### src/rtl/secded_stream_encoder.sv
// Two-stage valid/ready SECDED (39,32) encoder producing extended-Hamming codewords.
// Optional single-bit error injection is compiled in with `define ERR_INJECT_EN.
module secded_stream_encoder #(
   parameter int CNT_W = 16
) (
   input  logic             clk,
   input  logic             rst,
   input  logic             in_valid,
   output logic             in_ready,
   input  logic [31:0]      in_data,
   output logic             out_valid,
   input  logic             out_ready,
   output logic [38:0]      out_code,
   output logic [CNT_W-1:0] enc_count
`ifdef ERR_INJECT_EN
   ,
   input  logic             inj_en,
   input  logic [5:0]       inj_pos
`endif
);

   localparam int M = 32;
   localparam int P = 7;
   localparam int N = M + P;

   // Hamming positions 1..38 live at bit j-1; data takes every non-power-of-two position.
   function automatic logic [N-2:0] hamming_encode(input logic [M-1:0] d);
      logic [N-2:0] w;
      int           k;
      logic         p;
      w = '0;
      k = 0;
      for (int j = 1; j <= N - 1; j++) begin
         if ((j & (j - 32'sd1)) != 32'sd0) begin
            w[j-1] = d[k];
            k      = k + 1;
         end else begin
            w[j-1] = 1'b0;
         end
      end
      for (int i = 0; i < P - 1; i++) begin
         p = 1'b0;
         for (int j = 1; j <= N - 1; j++) begin
            if (((j & (j - 32'sd1)) != 32'sd0) && (((j >> i) & 32'sd1) != 32'sd0)) begin
               p = p ^ w[j-1];
            end else begin
               p = p;
            end
         end
         w[(32'sd1 << i) - 32'sd1] = p;
      end
      return w;
   endfunction

   function automatic logic overall_parity(input logic [N-2:0] w);
      return ^w;
   endfunction

   logic             s1_valid_q, s1_valid_d;
   logic [N-2:0]     s1_word_q,  s1_word_d;
   logic             s2_valid_q, s2_valid_d;
   logic [N-1:0]     s2_code_q,  s2_code_d;
   logic [CNT_W-1:0] cnt_q,      cnt_d;
   logic             s1_adv;
   logic             s2_adv;
   logic [N-1:0]     clean_code;
`ifdef ERR_INJECT_EN
   logic             s1_inj_en_q,  s1_inj_en_d;
   logic [5:0]       s1_inj_pos_q, s1_inj_pos_d;
   logic [N-1:0]     flip;
`endif

   // Handshake, pipeline advance and handoff counter next-state.
   always_comb begin
      s2_adv     = ~s2_valid_q | out_ready;
      s1_adv     = ~s1_valid_q | s2_adv;
      s1_valid_d = s1_valid_q;
      s1_word_d  = s1_word_q;
      s2_valid_d = s2_valid_q;
      s2_code_d  = s2_code_q;
      cnt_d      = cnt_q;
      clean_code = {overall_parity(s1_word_q), s1_word_q};
`ifdef ERR_INJECT_EN
      s1_inj_en_d  = s1_inj_en_q;
      s1_inj_pos_d = s1_inj_pos_q;
      flip         = '0;
      // The flip lands after overall parity, so it is a genuine single-bit error.
      if (s1_inj_en_q && (s1_inj_pos_q <= 6'd38)) begin
         flip[s1_inj_pos_q] = 1'b1;
      end else begin
         flip = '0;
      end
`endif
      if (s1_adv) begin
         s1_valid_d = in_valid;
         if (in_valid) begin
            s1_word_d = hamming_encode(in_data);
`ifdef ERR_INJECT_EN
            s1_inj_en_d  = inj_en;
            s1_inj_pos_d = inj_pos;
`endif
         end else begin
            s1_word_d = s1_word_q;
         end
      end else begin
         s1_valid_d = s1_valid_q;
      end
      if (s2_adv) begin
         s2_valid_d = s1_valid_q;
         if (s1_valid_q) begin
`ifdef ERR_INJECT_EN
            s2_code_d = clean_code ^ flip;
`else
            s2_code_d = clean_code;
`endif
         end else begin
            s2_code_d = s2_code_q;
         end
      end else begin
         s2_valid_d = s2_valid_q;
      end
      if (s2_valid_q && out_ready) begin
         cnt_d = cnt_q + {{(CNT_W-1){1'b0}}, 1'b1};
      end else begin
         cnt_d = cnt_q;
      end
   end

   // Pipeline and counter state; reset drops any in-flight words.
   always_ff @(posedge clk or posedge rst) begin
      if (rst) begin
         s1_valid_q <= 1'b0;
         s1_word_q  <= '0;
         s2_valid_q <= 1'b0;
         s2_code_q  <= '0;
         cnt_q      <= '0;
      end else begin
         s1_valid_q <= s1_valid_d;
         s1_word_q  <= s1_word_d;
         s2_valid_q <= s2_valid_d;
         s2_code_q  <= s2_code_d;
         cnt_q      <= cnt_d;
      end
   end

`ifdef ERR_INJECT_EN
   // Injection controls ride along with the word held in S1.
   always_ff @(posedge clk or posedge rst) begin
      if (rst) begin
         s1_inj_en_q  <= 1'b0;
         s1_inj_pos_q <= 6'd0;
      end else begin
         s1_inj_en_q  <= s1_inj_en_d;
         s1_inj_pos_q <= s1_inj_pos_d;
      end
   end
`endif

   assign in_ready  = s1_adv;
   assign out_valid = s2_valid_q;
   assign out_code  = s2_code_q;
   assign enc_count = cnt_q;

endmodule

### config.mk
export PLATFORM = sky130hd
export DESIGN_NAME = secded_stream_encoder
export DESIGN_NICKNAME = d
export VERILOG_FILES = /design/src/rtl/secded_stream_encoder.sv
export SDC_FILE = /design/constraint.sdc
export NUM_CORES = 1
export LEC_CHECK = 0
export CAP_MARGIN = 20
export CELL_PAD_IN_SITES_DETAIL_PLACEMENT = 1
export CELL_PAD_IN_SITES_GLOBAL_PLACEMENT = 2
export CORE_MARGIN = 2
export CORE_UTILIZATION = 32
export DETAILED_ROUTE_END_ITERATION = 6
export DONT_BUFFER_PORTS = 1
export GPL_TIMING_DRIVEN = 1
export PLACE_DENSITY = 0.61
export RECOVER_POWER = 50
export SETUP_SLACK_MARGIN = 0.15
export SYNTH_ARGS = -nofsm -noshare
export SYNTH_HDL_FRONTEND = slang
export SYNTH_SLANG_ARGS = --single-unit
### constraint.sdc
create_clock -name clk -period 3.08 [get_ports clk]
set_input_delay 0.77 -clock clk [delete_from_list [all_inputs] [get_ports clk]]
set_output_delay 0.77 -clock clk [all_outputs]
set_load 0.02 [all_outputs]
# Word-level counts from Yosys, hierarchy flattened
# Index checks and enable logic that the tools add are counted.
[totals]
output_inout_bits = 57
mem_bits_ro = 0
word_cells = 551
ramBits = 0
in_bits = 36
reg_bits = 95
latch_bits = 0
n_memories = 0
[classes]
mul = 0
n_reduce_logical = 4
n_eq_ne = 0
order_cmp = 31
n_bitwise = 93
shift = 0
n_mux = 387
div_mod_pow = 0
addsub = 31
[ops]
columns = ["cell", "count"]
rows = [
  ["32-bit two-way mux", 62],
  ["32-bit by 7-bit less-than comparator with 1-bit output, second input constant", 31],
  ["32-bit by 2-bit adder with 32-bit output, second input constant", 30],
  ["1-bit two-way mux", 294],
  ["1-bit binary-select mux with 5-bit select", 31],
  ["1-bit XOR", 89],
  ["38-bit XOR reduction", 1],
  ["16-bit by 1-bit adder with 16-bit output, second input constant", 1],
  ["2-bit AND reduction", 2],
  ["1-bit inverter", 2],
  ["1-bit bitwise OR", 2],
  ["1-bit logical AND", 1],
]

# Longest topological paths before layout
[depth]
depth_word = 100
mapped_depth = 6
mapped_depth_nobuf = 6

# Least setup slack after synthesis
# OpenSTA, ideal clock, no wires.
[synth_timing]
kind = "input-to-reg"
startpoint = "input port out_ready"
endpoint = "register s1_word_q[10]"
slack_ps = 1067
arrival_time_ps = 1888
path_buffers = 1
required_ps = 2955
setup_time_ps = 125
path_stages = 4
path_cell_list = "nand3b_1 > nand2_1 > buf_2 > mux2_2"
[synth_between]
elab_chain_len = 3
[synth_lines]
columns = ["item", "line_no", "rtl"]
rows = [
  ["start, declared", "12", "input logic out_ready,"],
  ["1-bit bitwise OR", "75", "s2_adv = ~s2_valid_q | out_ready;"],
  ["1-bit bitwise OR", "76", "s1_adv = ~s1_valid_q | s2_adv;"],
  ["2-bit AND reduction (no source line)", "--", ""],
  ["end signal, assigned", "139", "s1_word_q <= s1_word_d;"],
  ["end, declared", "60", "logic [N-2:0] s1_word_q, s1_word_d;"],
]
# No other way between the ends.
# A chain may end at the register's enable or synchronous reset.

# Worst setup path after layout
[layout_timing]
startpoint = "register s2_valid_q (netlist: out_valid)"
endpoint = "register s1_word_q[34]"
[layout_between]
elab_chain_len = 4
[layout_lines]
columns = ["item", "line_no", "rtl"]
rows = [
  ["start, declared", "61", "logic s2_valid_q, s2_valid_d;"],
  ["start signal, assigned", "140", "s2_valid_q <= s2_valid_d;"],
  ["1-bit inverter", "75", ""],
  ["1-bit bitwise OR", "75", ""],
  ["1-bit bitwise OR", "76", ""],
  ["via in_ready", "9", "output logic in_ready,"],
  ["2-bit AND reduction (no source line)", "--", ""],
]
# The timed path passes the listed nets, and every way through them passes these cells.

==> impl_results.md <==
* Number of global-route vias before repair at 2686
* Root Driver: clkbuf_16
* Cell area after synthesis at roughly 4400 µm²
* Post-Route WL at roughly 9500 µm
* Async SR Flop Fraction at 100%
* Initial antenna violation count at 0
* Average cell area after synthesis at around 14 µm²
* GRT Util Overall at about 14%
* Die footprint at 14800 µm²
* R2R cell count at 4
* Largest area contributor in the netlist: dfrtp_1
* Reg2Reg Launch Point: out_valid$_DFFE_PP0P_
* Cell breakdown of the critical path: nand3b_1 -> nand2_2 -> buf_4 -> mux2_2
* Max-Cap Viols at 0
* Final Hold Viols at 0
* I/O pins at between 90 and 100
* Final GP Congestion at ~0.72
* Post-CTS setup buffer count at 0
* Final min period at about 2.1 ns
* Post-Syn Instances at 328
* Fillers at between 1000 and 1500
* CTS clock-pin slew for the worst setup and hold paths at 0.07 ns
* Crit-path max cell delay at roughly 0.54 ns
* Mapped Nets at 365
* Setup slack, reg-to-reg at 1.02 ns
* Tcrit/Tclk final at between 60% and 70%
* Largest net degree at the start of global routing at 44
* Register area share after synthesis at roughly 54%
* Critical path arrival at around 2.3 ns
* VDD IR-drop max at around 0.27 mV
* Register bit total from synthesis at 95
* Post-synth top flop: dfrtp_1
* Drt drc at 0
* Outcome: completed
* CTS H-tree depth at 3
* Pwr dens at between 800 and 900 nW/µm²
* Area of the multi-input gates at 2030 µm²
* WS Path Type: flop to flop
* Slowest cell on crit path: dfrtp_1
* Nets at around 370
* Top cells by count, synth: 95 x dfrtp_1, 91 x xnor2_1, 72 x mux2_2, 15 x nand2_1, 14 x xor2_1
* Worst EP required at between 3 and 4 ns
* Slew HR at ~26%
* Sink Count at 95
* Die X at between 100 and 150 µm
* Post-route cell area at slightly below 5000 µm²
* Cts repair resizes at 0
* Core area at around 14000 µm²
* Antenna Diode Count at 0
* Initial DRT Pass Iterations at 3
* Via density at approximately 4.6
* Min-delay worst type: primary input to asynchronous set/reset pin
* Setup TNS at 0 ns
* Fmax at about 0.49 GHz
* Final setup fails at 0
* Cell variety after synth at 21
* CP Launch Type: flop
* Fin Clk Skew at approximately 0.007 ns
* Leak pwr at between 1.5 and 2 nW
* Area contributors post-synth: dfrtp_1 54%, mux2_2 18%, xnor2_1 18%, xor2_1 2.8%, nand2_1 1.3%
* CTS Buffer Depth at 2
* YS warnings at 0
* Hold bufs inserted after CTS at 0
* Clock latency on the worst-skew pair at between 0.3 and 0.4 ns
* Layout cell share with drive strength beyond 1 at 28.2%
* DR WL/cell at between 15 and 20 µm
* Measured slew at the worst slew-check pin at 1.11 ns
* RSZ-0062 raised after global routing: false
* Post-Place Cell Area at approximately 4700 µm²
* CTS tree: done
* Iter 0 DRT Violations at 60
* Area Overhead vs Synth at 11.9%
* First-pass GRT wire length at about 15000 µm
* Storage element area at ~2400 µm²
* GR Overflow Total at 0
* Most common cell in the synthesized netlist: dfrtp_1
* Post-synth top area share at 53.6%
* Worst Setup End Kind: flop
* Row cnt at 43
* Crit Path Max Fanout at 43
* Final Max Tran Viols at 0
* Die height at 122 µm
* Worst R2R End: s1_word_q[34]$_DFFE_PP0P_
* Buffers on Ports at 0
* Starting Density at roughly a third
* Number of CTS-inserted buffers at 9
* Post-synth EDFFs at 0
* Final HPWL DP at around 7300 µm
* Routed Antenna Nets at 0
* DR vias at between 2000 and 2500
-- flip-flops by register name, summed over array words and instances (netlist names) --
register / flops
out_code: 39
s1_word_q: 38
enc_count: 16
out_valid: 1
s1_valid_q: 1
-- metrics by stage --
stage               setup slack (ns)  std cells  util [%]  total power [mW]  hold slack (ns)
floorplan                       1.07        328         -              3.04            0.457
global route                   0.826        520      36.2              4.66            0.523
finish                          1.02        520      36.2              4.36            0.508
detailed placement             0.773        504      34.1              3.31            0.505
global placement               0.798        504      34.1              3.29            0.490
CTS                            0.998        520      36.2              4.45            0.352
-- routing by layer --
layer	wire length [µm]	vias to the layer above	global-route usage (%)
li1	-	1105	-
met4	131	0	4.74
met1	3880	1208	16.2
met2	4640	56	22.1
met5	0	-	0
met3	804	9	6.51
-- cell usage in the layout (no fill, tap or decap) --
cell | Yosys | routed
ha_1 | 1 | 1
nand4_1 | 1 | 1
nand3b_1 | 1 | 1
nand2_1 | 15 | 13
buf_4 | 0 | 1
xnor2_2 | 2 | 2
and3_1 | 6 | 6
buf_12 | 0 | 1
mux2_2 | 72 | 72
nor2_1 | 3 | 3
bufinv_16 | 0 | 1
xnor2_1 | 91 | 91
xnor3_1 | 1 | 1
clkbuf_2 | 0 | 2
nand2b_1 | 4 | 4
nand2_2 | 0 | 2
and4_1 | 1 | 1
xor2_1 | 14 | 14
xor2_2 | 1 | 1
clkbuf_16 | 0 | 9
clkinv_2 | 0 | 3
nand3_1 | 5 | 5
clkbuf_1 | 5 | 2
clkbuf_8 | 0 | 1
dfrtp_1 | 95 | 95
o21ai_1 | 3 | 3
o21ai_0 | 3 | 3
clkinvlp_2 | 0 | 1
-- power by group --
part,switching (mW),internal (mW)
logic,0.491,0.704
registers,0.510,1.55
clock network,0.459,0.648
-- worst max-delay path: cells and delay by family (launching register included) --
family	cells	cell delay (ns)
mux	1	0.40
simple gates	2	0.52
buf+inv	1	0.43
flops	1	0.54
-- cells by family (layout without fill, tap and decap cells) --
family / Yosys count / in the layout / share of synthesized area, %
XOR/XNOR: 109 / 109 / 22.3
flip-flops: 95 / 95 / 53.6
multiplexers: 72 / 72 / 18.3
AND/OR/NAND/NOR: 36 / 36 / 4.00
buffers and inverters: 9 / 21 / 0.846
AO/OA/AOI/OAI: 6 / 6 / 0.677
adder cells (fa/ha/maj): 1 / 1 / 0.282
-- how the worst max path moves through the flow --
| stage | from | end | slack, ns | depth (start not counted) |
|---|---|---|---|---|
| 2_1_floorplan | out_ready | s1_word_q[10]$_DFFE_PP0P_ | 1.07 | 4 |
| 3_3_place_gp | out_ready | s1_word_q[24]$_DFFE_PP0P_ | 0.80 | 4 |
| 3_5_place_dp | out_ready | s1_word_q[35]$_DFFE_PP0P_ | 0.77 | 4 |
| 4_1_cts | out_valid$_DFFE_PP0P_ | s1_word_q[32]$_DFFE_PP0P_ | 1.0 | 4 |
| 5_1_grt | rst | s1_word_q[16]$_DFFE_PP0P_ | 0.83 | 2 |
| 6_report | out_valid$_DFFE_PP0P_ | s1_word_q[34]$_DFFE_PP0P_ | 1.02 | 4 |
-- final cells by class --
cell class                 instances  share of cell area, %
clock inverter                     4                  0.907
sequential                        95                   47.9
clock buffer                      12                   4.97
timing repair buffer               4                  0.756
multi-input combinational        224                   40.8
inverter                           1                  0.101
tap                              180                   4.54
(Power assumes the default switching activity.)
